File: src/rtl/f2h_burst_writer_if.sv
// AXI3 write-only channel bundle between f2h_burst_writer (master) and the
// HPS F2H slave port.
interface f2h_burst_writer_if;
    logic [7:0]  awid;
    logic [31:0] awaddr;
    logic [3:0]  awlen;
    logic [2:0]  awsize;
    logic [1:0]  awburst;
    logic [1:0]  awlock;
    logic [3:0]  awcache;
    logic [2:0]  awprot;
    logic [4:0]  awuser;
    logic        awvalid;
    logic        awready;
    logic [7:0]  wid;
    logic [31:0] wdata;
    logic [3:0]  wstrb;
    logic        wlast;
    logic        wvalid;
    logic        wready;
    logic [7:0]  bid;
    logic [1:0]  bresp;
    logic        bvalid;
    logic        bready;

    modport master (
        output awid, awaddr, awlen, awsize, awburst, awlock, awcache, awprot, awuser, awvalid,
        output wid, wdata, wstrb, wlast, wvalid, bready,
        input  awready, wready, bid, bresp, bvalid
    );

    modport slave (
        input  awid, awaddr, awlen, awsize, awburst, awlock, awcache, awprot, awuser, awvalid,
        input  wid, wdata, wstrb, wlast, wvalid, bready,
        output awready, wready, bid, bresp, bvalid
    );
endinterface

File: src/rtl/f2h_burst_writer.sv
// Sample FIFO plus AXI3 INCR burst sequencer writing a circular DDR buffer.
// Optional macro F2H_BURST_WRITER_FLUSH_EN: short flush burst when enable falls.
module f2h_burst_writer #(
    parameter int          BURST_LEN  = 16,
    parameter int          FIFO_DEPTH = 32,
    parameter logic [7:0]  AXI_ID     = 8'h00,
    parameter logic [3:0]  AXI_CACHE  = 4'b0011,
    parameter logic [4:0]  AXI_USER   = 5'b00000
) (
    input  logic                clk,
    input  logic                reset_n,
    input  logic                enable,
    input  logic [31:0]         base_addr,
    input  logic [23:0]         buf_words,
    input  logic [31:0]         s_data,
    input  logic                s_valid,
    output logic                s_ready,
    f2h_burst_writer_if.master  axi,
    output logic [23:0]         wr_ptr,
    output logic                busy,
    output logic                overflow,
    output logic                bresp_err
);
    localparam int PW = $clog2(FIFO_DEPTH);
    localparam int CW = PW + 1;
    localparam logic [CW-1:0] DEPTH_C = CW'(FIFO_DEPTH);
    localparam logic [CW-1:0] BL_C    = CW'(BURST_LEN);
    localparam logic [4:0]    BL5_C   = 5'(BURST_LEN);
    localparam logic [PW-1:0] ONE_P   = PW'(1);

    typedef enum logic [1:0] {S_IDLE = 2'd0, S_AW = 2'd1, S_W = 2'd2, S_B = 2'd3} state_t;

    state_t        state_q, state_d;
    logic          en_prev_q, en_prev_d;
    logic [23:0]   offset_q, offset_d;
    logic [23:0]   wr_ptr_q, wr_ptr_d;
    logic          overflow_q, overflow_d;
    logic          bresp_err_q, bresp_err_d;
    logic [31:0]   awaddr_q, awaddr_d;
    logic [4:0]    len_q, len_d;
    logic [4:0]    beat_q, beat_d;
    logic [PW-1:0] wr_idx_q, wr_idx_d;
    logic [PW-1:0] rd_idx_q, rd_idx_d;
    logic [CW-1:0] count_q, count_d;
    logic [31:0]   mem_q [FIFO_DEPTH];

    logic          rise_s;
    logic          s_ready_s;
    logic          fifo_wr_s;
    logic          fifo_rd_s;
    logic          w_last_s;
    logic [23:0]   off_sum_s;
    logic [23:0]   off_next_s;
    logic [31:0]   launch_addr_s;
    logic          unused_bid_s;

    assign rise_s        = enable && !en_prev_q;
    // s_ready comes from the registered count and stays low on the flush cycle.
    assign s_ready_s     = enable && en_prev_q && (count_q != DEPTH_C);
    assign fifo_wr_s     = s_valid && s_ready_s;
    assign fifo_rd_s     = (state_q == S_W) && axi.wready;
    assign w_last_s      = (beat_q == (len_q - 5'd1));
    assign launch_addr_s = base_addr + {6'd0, offset_q, 2'b00};
    assign unused_bid_s  = ^axi.bid;

`ifdef F2H_BURST_WRITER_FLUSH_EN
    logic fall_s;
    assign fall_s = !enable && en_prev_q;
`endif

    // Offset after the current burst, wrapping at the end of the buffer.
    always_comb begin
        off_sum_s = offset_q + {19'd0, len_q};
        if (off_sum_s >= buf_words) begin
            off_next_s = off_sum_s - buf_words;
        end else begin
            off_next_s = off_sum_s;
        end
    end

    // Next-state logic for the burst FSM, FIFO pointers and status flags.
    always_comb begin
        state_d     = state_q;
        en_prev_d   = enable;
        offset_d    = offset_q;
        wr_ptr_d    = wr_ptr_q;
        overflow_d  = overflow_q;
        bresp_err_d = bresp_err_q;
        awaddr_d    = awaddr_q;
        len_d       = len_q;
        beat_d      = beat_q;
        wr_idx_d    = wr_idx_q;
        rd_idx_d    = rd_idx_q;
        count_d     = count_q;

        case (state_q)
            S_IDLE: begin
                if (enable && en_prev_q && (count_q >= BL_C)) begin
                    state_d  = S_AW;
                    len_d    = BL5_C;
                    awaddr_d = launch_addr_s;
                end
`ifdef F2H_BURST_WRITER_FLUSH_EN
                else if (fall_s && (count_q != {CW{1'b0}}) && (count_q < BL_C)) begin
                    state_d  = S_AW;
                    len_d    = 5'(count_q);
                    awaddr_d = launch_addr_s;
                end
`endif
                else begin
                    state_d = S_IDLE;
                end
            end
            S_AW: begin
                if (axi.awready) begin
                    state_d  = S_W;
                    offset_d = off_next_s;
                    beat_d   = 5'd0;
                end else begin
                    state_d = S_AW;
                end
            end
            S_W: begin
                if (axi.wready) begin
                    if (w_last_s) begin
                        state_d = S_B;
                        beat_d  = 5'd0;
                    end else begin
                        beat_d = beat_q + 5'd1;
                    end
                end else begin
                    beat_d = beat_q;
                end
            end
            S_B: begin
                // offset_q already holds this burst's end offset since the AW handshake.
                if (axi.bvalid) begin
                    state_d  = S_IDLE;
                    wr_ptr_d = offset_q;
                    if (axi.bresp != 2'b00) begin
                        bresp_err_d = 1'b1;
                    end else begin
                        bresp_err_d = bresp_err_q;
                    end
                end else begin
                    state_d = S_B;
                end
            end
            default: begin
                state_d = S_IDLE;
            end
        endcase

        if (rise_s) begin
            wr_idx_d    = {PW{1'b0}};
            rd_idx_d    = {PW{1'b0}};
            count_d     = {CW{1'b0}};
            offset_d    = 24'd0;
            wr_ptr_d    = 24'd0;
            overflow_d  = 1'b0;
            bresp_err_d = 1'b0;
        end else begin
            if (fifo_wr_s) begin
                wr_idx_d = wr_idx_q + ONE_P;
            end else begin
                wr_idx_d = wr_idx_q;
            end
            if (fifo_rd_s) begin
                rd_idx_d = rd_idx_q + ONE_P;
            end else begin
                rd_idx_d = rd_idx_q;
            end
            count_d = count_q + CW'(fifo_wr_s) - CW'(fifo_rd_s);
            if (enable && s_valid && !s_ready_s) begin
                overflow_d = 1'b1;
            end else begin
                overflow_d = overflow_q;
            end
        end
    end

    // State and control registers.
    always_ff @(posedge clk or negedge reset_n) begin
        if (!reset_n) begin
            state_q     <= S_IDLE;
            en_prev_q   <= 1'b0;
            offset_q    <= 24'd0;
            wr_ptr_q    <= 24'd0;
            overflow_q  <= 1'b0;
            bresp_err_q <= 1'b0;
            awaddr_q    <= 32'd0;
            len_q       <= 5'd0;
            beat_q      <= 5'd0;
            wr_idx_q    <= {PW{1'b0}};
            rd_idx_q    <= {PW{1'b0}};
            count_q     <= {CW{1'b0}};
        end else begin
            state_q     <= state_d;
            en_prev_q   <= en_prev_d;
            offset_q    <= offset_d;
            wr_ptr_q    <= wr_ptr_d;
            overflow_q  <= overflow_d;
            bresp_err_q <= bresp_err_d;
            awaddr_q    <= awaddr_d;
            len_q       <= len_d;
            beat_q      <= beat_d;
            wr_idx_q    <= wr_idx_d;
            rd_idx_q    <= rd_idx_d;
            count_q     <= count_d;
        end
    end

    // Sample storage; emptiness is tracked by count_q, so no reset is needed.
    always_ff @(posedge clk) begin
        if (fifo_wr_s) begin
            mem_q[wr_idx_q] <= s_data;
        end
    end

    assign s_ready     = s_ready_s;
    assign wr_ptr      = wr_ptr_q;
    assign busy        = (state_q != S_IDLE);
    assign overflow    = overflow_q;
    assign bresp_err   = bresp_err_q;

    assign axi.awid    = AXI_ID;
    assign axi.awaddr  = awaddr_q;
    assign axi.awlen   = 4'(len_q - 5'd1);
    assign axi.awsize  = 3'b010;
    assign axi.awburst = 2'b01;
    assign axi.awlock  = 2'b00;
    assign axi.awcache = AXI_CACHE;
    assign axi.awprot  = 3'b000;
    assign axi.awuser  = AXI_USER;
    assign axi.awvalid = (state_q == S_AW);
    assign axi.wid     = AXI_ID;
    assign axi.wdata   = mem_q[rd_idx_q];
    assign axi.wstrb   = 4'hF;
    assign axi.wlast   = (state_q == S_W) && w_last_s;
    assign axi.wvalid  = (state_q == S_W);
    assign axi.bready  = (state_q == S_B);
endmodule

File: src/flat_wrapper.sv
// flat-port wrapper written by rule: the top's interface ports become plain ports
module f2h_burst_writer_flat 
#(
    parameter int          BURST_LEN  = 16,
    parameter int          FIFO_DEPTH = 32,
    parameter logic [7:0]  AXI_ID     = 8'h00,
    parameter logic [3:0]  AXI_CACHE  = 4'b0011,
    parameter logic [4:0]  AXI_USER   = 5'b00000
)
  (clk, reset_n, enable, base_addr, buf_words, s_data, s_valid, s_ready, wr_ptr, busy, overflow, bresp_err, axi_awid, axi_awaddr, axi_awlen, axi_awsize, axi_awburst, axi_awlock, axi_awcache, axi_awprot, axi_awuser, axi_awvalid, axi_wid, axi_wdata, axi_wstrb, axi_wlast, axi_wvalid, axi_bready, axi_awready, axi_wready, axi_bid, axi_bresp, axi_bvalid);
  f2h_burst_writer_if axi_i ();
  input  logic clk;
  input  logic reset_n;
  input  logic enable;
  input  logic [31:0] base_addr;
  input  logic [23:0] buf_words;
  input  logic [31:0] s_data;
  input  logic s_valid;
  output logic s_ready;
  output logic [23:0] wr_ptr;
  output logic busy;
  output logic overflow;
  output logic bresp_err;
  output wire logic [$bits(axi_i.awid)-1:0] axi_awid;
  output wire logic [$bits(axi_i.awaddr)-1:0] axi_awaddr;
  output wire logic [$bits(axi_i.awlen)-1:0] axi_awlen;
  output wire logic [$bits(axi_i.awsize)-1:0] axi_awsize;
  output wire logic [$bits(axi_i.awburst)-1:0] axi_awburst;
  output wire logic [$bits(axi_i.awlock)-1:0] axi_awlock;
  output wire logic [$bits(axi_i.awcache)-1:0] axi_awcache;
  output wire logic [$bits(axi_i.awprot)-1:0] axi_awprot;
  output wire logic [$bits(axi_i.awuser)-1:0] axi_awuser;
  output wire logic [$bits(axi_i.awvalid)-1:0] axi_awvalid;
  output wire logic [$bits(axi_i.wid)-1:0] axi_wid;
  output wire logic [$bits(axi_i.wdata)-1:0] axi_wdata;
  output wire logic [$bits(axi_i.wstrb)-1:0] axi_wstrb;
  output wire logic [$bits(axi_i.wlast)-1:0] axi_wlast;
  output wire logic [$bits(axi_i.wvalid)-1:0] axi_wvalid;
  output wire logic [$bits(axi_i.bready)-1:0] axi_bready;
  input wire logic [$bits(axi_i.awready)-1:0] axi_awready;
  input wire logic [$bits(axi_i.wready)-1:0] axi_wready;
  input wire logic [$bits(axi_i.bid)-1:0] axi_bid;
  input wire logic [$bits(axi_i.bresp)-1:0] axi_bresp;
  input wire logic [$bits(axi_i.bvalid)-1:0] axi_bvalid;
  assign axi_awid = axi_i.awid;
  assign axi_awaddr = axi_i.awaddr;
  assign axi_awlen = axi_i.awlen;
  assign axi_awsize = axi_i.awsize;
  assign axi_awburst = axi_i.awburst;
  assign axi_awlock = axi_i.awlock;
  assign axi_awcache = axi_i.awcache;
  assign axi_awprot = axi_i.awprot;
  assign axi_awuser = axi_i.awuser;
  assign axi_awvalid = axi_i.awvalid;
  assign axi_wid = axi_i.wid;
  assign axi_wdata = axi_i.wdata;
  assign axi_wstrb = axi_i.wstrb;
  assign axi_wlast = axi_i.wlast;
  assign axi_wvalid = axi_i.wvalid;
  assign axi_bready = axi_i.bready;
  assign axi_i.awready = axi_awready;
  assign axi_i.wready = axi_wready;
  assign axi_i.bid = axi_bid;
  assign axi_i.bresp = axi_bresp;
  assign axi_i.bvalid = axi_bvalid;
  f2h_burst_writer #(.BURST_LEN(BURST_LEN), .FIFO_DEPTH(FIFO_DEPTH), .AXI_ID(AXI_ID), .AXI_CACHE(AXI_CACHE), .AXI_USER(AXI_USER)) u_core (.clk(clk), .reset_n(reset_n), .enable(enable), .base_addr(base_addr), .buf_words(buf_words), .s_data(s_data), .s_valid(s_valid), .s_ready(s_ready), .axi(axi_i), .wr_ptr(wr_ptr), .busy(busy), .overflow(overflow), .bresp_err(bresp_err));
endmodule
File: config.mk
export PLATFORM = sky130hd
export DESIGN_NAME = f2h_burst_writer_flat
export DESIGN_NICKNAME = d
export VERILOG_FILES = /design/src/rtl/f2h_burst_writer_if.sv /design/src/rtl/f2h_burst_writer.sv /design/src/flat_wrapper.sv
export SDC_FILE = /design/constraint.sdc
export NUM_CORES = 1
export LEC_CHECK = 0
export ABC_AREA = 1
export CAP_MARGIN = 20
export CORE_AREA = 8 8 297 299
export DETAILED_ROUTE_END_ITERATION = 12
export DIE_AREA = 0 0 305 307
export HOLD_SLACK_MARGIN = 0.03
export PLACE_DENSITY = 0.81
export SLEW_MARGIN = 20
export SYNTH_ARGS = -nofsm -noshare
export SYNTH_HDL_FRONTEND = slang
export SYNTH_SLANG_ARGS = --single-unit
export TNS_END_PERCENT = 50
File: constraint.sdc
create_clock -name clk -period 4.4 [get_ports clk]
set_clock_uncertainty 0.15 [all_clocks]
set_input_delay 0.88 -clock clk [delete_from_list [all_inputs] [get_ports clk]]
set_output_delay 0.88 -clock clk [all_outputs]
set_load 0.01 [all_outputs]
==> results of run 1 <==
-- sequential cells by signal (all words and copies together) (netlist names) --
signal             cells
u_core.en_prev_q       1
u_core.rd_idx_q        5
u_core.axi.awaddr     32
u_core.mem_q        1024
u_core.wr_ptr         24
u_core.count_q         6
u_core.beat_q          5
u_core.bresp_err       1
u_core.len_q           1
u_core.offset_q       24
u_core.overflow        1
u_core.state_q         2
u_core.wr_idx_q        5
-- worst max-delay path: stages, from the launching register on --
cell             delay [ns]
dfrtp_4                0.53
buf_12                 0.16
clkinv_16              0.13
buf_12                 0.27
nor2_1                 0.08
o211ai_1               0.23
nand3_1                0.20
nand4_1                0.13
o21ai_1                0.09
inv_1                  0.16
clkdlybuf4s50_1        0.57
-- per-stage QoR --
| step | TNS [ns] | hold WS [ns] | setup WS [ns] | total power (µW) |
|---|---|---|---|---|
| 2_1_floorplan | 0 | 0.328 | 0.0107 | 17400 |
| 3_3_place_gp | 0 | 0.307 | 0.594 | 20300 |
| 3_5_place_dp | 0 | 0.316 | 0.534 | 20600 |
| 4_1_cts | -0.0202 | 0.209 | -0.0202 | 30100 |
| 5_1_grt | -0.0915 | 0.265 | -0.0507 | 31700 |
| 6_report | 0 | 0.193 | 0.0191 | 30600 |
-- layout make-up --
class                   count  share of cell area
multi-input cells        2844               0.241
repair buffers            336              0.0661
inverters                 357              0.0240
flip-flops and latches   1131               0.583
diodes                      3            0.000131
clock buffers             142              0.0504
clock inverters            56              0.0112
well taps                1080              0.0236
-- power groups by stage --
stage	clock [µW]	sequential, µW	combinational [µW]
after floorplan	0	12400	5060
after global placement	0	12400	7870
after detailed placement	0	12500	8180
after CTS	9300	12200	8610
after global routing	9730	12200	9810
final	9310	12200	9140
-- routing by layer --
layer  global-route usage  share of wire  vias up
met4                0.142          0.054        8
met1                0.369           0.34    17600
met2                0.495           0.48     2738
met3               0.0643           0.12      561
met5                    0        0.00034        -
li1                     -              -    16300
-- worst min-delay path by stage --
stage,to,slack [ns],cells past startpoint
final,u_core.axi.awaddr[25]$_DFFE_PN0P_,0.19,1
after floorplan,u_core.beat_q[1]$_DFFE_PN0P_,0.33,2
after CTS,u_core.beat_q[1]$_DFFE_PN0P_,0.21,1
after detailed placement,u_core.axi.awaddr[26]$_DFFE_PN0P_,0.32,2
after global routing,u_core.beat_q[1]$_DFFE_PN0P_,0.27,1
after global placement,u_core.axi.awaddr[2]$_DFFE_PN0P_,0.31,2
-- cell usage after synthesis --
cell,number,share of area
nor2_1,746,0.056
or2_2,2,0.00025
buf_1,4,0.00030
ha_1,65,0.016
o31ai_1,1,0.00015
nand2_1,747,0.057
buf_6,3,0.00068
edfxtp_1,1024,0.62
nand3b_1,7,0.0011
o21ai_0,532,0.054
o221ai_1,23,0.0041
and2_1,7,0.00088
inv_1,354,0.027
nor3b_1,1,0.00015
nor3_1,17,0.0017
nor2_2,2,0.00025
clkinv_1,1,0.000076
fa_1,3,0.0012
buf_4,59,0.0089
nand4_1,45,0.0057
o21bai_1,3,0.00045
o22ai_1,151,0.019
conb_1,2,0.00015
xor2_1,10,0.0018
nand3_2,1,0.00020
xnor2_1,15,0.0027
nand3_1,161,0.016
a31oi_1,2,0.00025
o21a_1,1,0.00015
inv_2,2,0.00015
buf_2,67,0.0068
o21ai_1,65,0.0066
a21oi_1,88,0.0089
a211oi_1,1,0.00015
clkbuf_1,142,0.011
dfrtp_1,107,0.054
o211ai_1,105,0.016
-- cell families (layout without fill, tap and decap cells) --
family	after synthesis	in the layout	synth area share
other	2	46	0.000152
buffers and inverters	632	891	0.0545
AO/OA/AOI/OAI	972	972	0.109
XOR/XNOR	25	25	0.00442
flip-flops	1131	1131	0.674
adder cells (fa/ha/maj)	68	68	0.0176
AND/OR/NAND/NOR	1736	1736	0.140
-- repair_timing --
item | 4_1_cts | 5_1_grt
endpoints found under the setup margin | 30 | 26
cloned | 1 | 7
resized for setup | 6 | 18
pin swaps | 1 | 0
hold endpoints to repair | 0 | 0
buffers inserted | 13 | 5
==> out/qor.txt, run 1 <==
root buf cell = clkbuf_16
dpl cells = 5721
Die Height = 307 µm
sw frac = 0.331
Final nets = 4951
largest fanout on the critical path = 48
Total GRT Usage = 0.296
number of CTS-inserted buffers = 108
vias in the first global route = 35100
Worst R2R Setup Slack = 0.50 ns
fill cell count = 5604
status = complete, no violations
Worst-path clk slew = 0.06 ns
Clock Latency Late Sink = 0.71 ns
Sw Pwr = 10100 µW
final core occ = 0.689
Comb power frac = 0.299
VDD IR max = 515 µV
hold buffer count at cts = 0
I/O pin count = 244
final period utilization = 0.996
Clk pwr share = 0.304
CTS max path bufs = 3
Placer Congestion = 0.929
worst path arrival time = 3.35 ns
Synth Instances = 4566
CP Class = reg2out
Hold Path Class = in2async
Slew @ Worst Pin = 1.12 ns
CTS H-tree lvls = 3
area grow syn2layout = 15.7%
Crit. End Element = output port
Die Span X = 305 µm
Initial Util = 0.596
Final Non-Filler Cells = 5949
r2r worst-path depth = 17
mean post-synth cell area = 10.9 µm²
commonest cells after routing, fill and taps aside = edfxtp_1, nand2_1, nor2_1
min Tclk post-route = 4.38 ns
Seq. cell area = 33400 µm²
Detailed Route WL = 148 mm
Avg WL per Cell = 24.9 µm
Multi-input gate area = 13800 µm²
Leak = 0.0213 µW
dpl hpwl = 83.9 mm
Critical Path Sink = axi_wdata[1]
Core Box Area = 83200 µm²
Seq/Total Area, Yosys = 0.674
CTS tree = done
drt via density = 6.26
pwr/cell area = 534 nW/µm²
Highest Clock Rate = 228 MHz
Post-DRT Antenna Nets = 0
Clock Sinks = 1131
Pins Over Slew Limit = 0
Synth cell types = 37
GRT overflow = 0
commonest non-fill, non-tap cell in the layout = edfxtp_1
Yosys reg bits = 1131
share of layout cells above drive strength 1 = 0.0723
mapped cell area = 49600 µm²
CP Launch Point = u_core.rd_idx_q[0]$_DFFE_PN0P_
design area = 57300 µm²
reg-to-reg endpoint = u_core.offset_q[1]$_DFFE_PN0P_
Seq pwr share = 0.397
startpoint types = register
max-slew headroom at the worst pin = 0.250
worst r2r src = u_core.offset_q[4]$_DFFE_PN0P_
max cap viols = 0
total number of vias = 37200
largest net degree at the start of global routing = 121
CP required = 3.37 ns
initial antenna violation count = 9
Final setup viols = 0
Iter 0 DRT Violations = 4859
Cell Int Power = 20500 µW
placed cell area = 53300 µm²
final hold vios = 0
Die ar. = 93600 µm²
Row Count = 106
DRC errors left = 0
global-route wire length before repair = 212 mm
Port Buf Inserts = 192
first-pass iteration count of the detailed router = 7
number of synthesis warnings = 0
Power figures use the tool's default switching activity.
==> run 2, diff against run 1 <==
--- a/config.mk
+++ b/config.mk
@@ -7,11 +7,11 @@
 export LEC_CHECK = 0
 export ABC_AREA = 1
 export CAP_MARGIN = 20
-export CORE_AREA = 8 8 297 299
+export CORE_AREA = 8 8 341 343
 export DETAILED_ROUTE_END_ITERATION = 12
-export DIE_AREA = 0 0 305 307
+export DIE_AREA = 0 0 349 351
 export HOLD_SLACK_MARGIN = 0.03
-export PLACE_DENSITY = 0.81
+export PLACE_DENSITY = 0.64
 export SLEW_MARGIN = 20
 export SYNTH_ARGS = -nofsm -noshare
 export SYNTH_HDL_FRONTEND = slang
==> out/qor.txt, run 2 (same netlist as run 1, synthesis figures left out) <==
status = complete, no violations
Initial Util = 0.445 (-0.151)
Metal-1 WL = 60.2 mm (+18%)
global-route wire length before repair = 209 mm (-1.2%)
Pins Over Slew Limit = 0 (unchanged)
dpl hpwl = 86.2 mm (+2.7%)
dpl cells = 6154 (+7.6%)
share of layout cells above drive strength 1 = 0.0715 (-0.000851)
Slew @ Worst Pin = 1.09 ns (-0.0330 ns)
Final Non-Filler Cells = 6371 (+7.1%)
hold path depth = 2
Highest Clock Rate = 231 MHz (+1.2%)
Detailed Route WL = 143 mm (-3.3%)
top layer in use = met4
VDD IR max = 459 µV (-11%)
CTS H-tree lvls = 3 (unchanged)
final period utilization = 0.984 (-0.0115)
r2r worst-path depth = 19 (+2)
Core Box Area = 111000 µm² (+34%)
Clock Latency Late Sink = 0.72 ns (about the same)
Hold Path Class = reg2reg
DR WL met3 = 10.2 mm (-43%)
max-slew headroom at the worst pin = 0.272 (+0.0221)
first-pass iteration count of the detailed router = 6 (-1)
drt via density = 5.50 (-12%)
Clock Sinks = 1131 (unchanged)
number of CTS-inserted buffers = 112 (+3.7%)
Crit. End Element = output port
initial antenna violation count = 6 (-3)
min Tclk post-route = 4.33 ns (-0.0506 ns)
CTS tree = done
Die Span X = 349 µm (+14%)
CTS max path bufs = 3 (unchanged)
worst path arrival time = 3.30 ns (-0.05 ns)
Final nets = 4951 (unchanged)
Iter 0 DRT Violations = 3505 (-28%)
DRC errors left = 0 (unchanged)
Total GRT Usage = 0.225 (-0.0717)
I/O pin count = 244 (unchanged)
final hold vios = 0 (unchanged)
Die ar. = 122000 µm² (+31%)
root buf cell = clkbuf_16
Row Count = 123 (+16%)
startpoint types = register
CP required = 3.37 ns (about the same)
Placer Congestion = 0.907 (-2.4%)
DR WL met2 = 68.3 mm (-3.9%)
Final setup viols = 0 (unchanged)
commonest cells after routing, fill and taps aside = edfxtp_1, nand2_1, nor2_1
pwr/cell area = 523 nW/µm² (-2.0%)
Die Height = 351 µm (+14%)
largest fanout on the critical path = 59 (+23%)
Port Buf Inserts = 192 (unchanged)
Worst-path clk slew = 0.06 ns (about the same)
Avg WL per Cell = 22.5 µm (-9.7%)
Post-DRT Antenna Nets = 0 (unchanged)
number of flip-flops in the largest register = 1024 (unchanged)
total number of vias = 35000 (-5.8%)
setup TNS = 0 ns (unchanged)
Leak = 0.0212 µW (-0.41%)
area grow syn2layout = 16.4%
fill cell count = 9707 (+73%)
Largest Register = u_core.mem_q
max cap viols = 0 (unchanged)
RSZ-0062 raised after global routing = yes
largest net degree at the start of global routing = 94 (-22%)
CP Class = reg2out
vias in the first global route = 32700 (-6.8%)
GRT overflow = 0 (unchanged)
commonest non-fill, non-tap cell in the layout = edfxtp_1
## run 2: cell types whose count changed in the layout (fill, tap and decap cells not counted), sizes merged
cell,change
clkbuf,-9
clkinvlp,+1
inv,-3
dlymetal6s2s,-3
clkdlybuf4s50,-5
dlygate4sd3,+1
bufbuf,-1
buf,+6
clkinv,+15
dlygate4sd2,+2
bufinv,-2
## run 2: area by class of cell
class                      instances  area (µm²)  area share
sequential                      1131       33400       0.580
multi-input combinational       2844       13800       0.240
timing repair buffer             332        3580      0.0621
clock buffer                     137        2930      0.0508
tap                             1500        1880      0.0325
inverter                         357        1370      0.0238
clock inverter                    67         642      0.0111
antenna                            3        7.51    0.000130
## run 2: power by group
group	total, µW	switching, µW	internal, µW
Sequential	12200	212	12000
Clock	9330	4070	5260
Combinational	8650	5560	3090
Total	30200	9850	20300
## run 2: critical path, cell delays in order, from the launching register on
cell and delay [ns]:
dfrtp_4 0.62, clkbuf_8 0.44, o21ai_0 0.15, o22ai_1 0.17, nand2_1 0.07, nand2_1 0.07
a21oi_1 0.04, nand2_1 0.10, nand2_1 0.18, inv_1 0.11, clkdlybuf4s50_1 0.63
## run 2: path summary, 6_finish.rpt
check	from	end	slack, ns
worst max register to register	u_core.offset_q[4]$_DFFE_PN0P_	u_core.offset_q[11]$_DFFE_PN0P_	0.62
worst min register to register	u_core.axi.awaddr[0]$_DFFE_PN0P_	u_core.axi.awaddr[0]$_DFFE_PN0P_	0.32
worst max-delay path	u_core.rd_idx_q[1]$_DFFE_PN0P_	axi_wdata[8]	0.07
max in group asynchronous	reset_n	u_core.axi.awaddr[12]$_DFFE_PN0P_	2.62
worst min-delay path	u_core.axi.awaddr[0]$_DFFE_PN0P_	u_core.axi.awaddr[0]$_DFFE_PN0P_	0.32
min in group asynchronous	reset_n	u_core.wr_ptr[15]$_DFFE_PN0P_	0.57
## run 2: layer usage
metal  track usage  up-vias
met5             0        -
li1              -    16300
met4        0.0695        0
met3        0.0340      250
met1         0.303    17100
met2         0.376     1376
## run 2: repair_timing
action | 4_1_cts | 5_1_grt
gates cloned | 2 | 2
hold buffers | 1 | 0
endpoints found under the setup margin | 29 | 28
hold endpoints to repair | 29 | 0
gates resized for setup | 9 | 19
setup buffers | 4 | 1
## run 2: stage by stage
step	utilization	hold slack, ns	setup WS (ns)	power (µW)	cell area (µm²)
final	0.518	0.318	0.0696	30200	57700
after detailed placement	0.484	0.308	0.505	20800	53900
after floorplan	-	0.328	0.0107	17400	49700
after global placement	0.484	0.307	0.492	20700	53900
after CTS	0.518	0.324	0.00628	30200	57600
after global routing	0.518	0.363	-0.0810	31600	57700
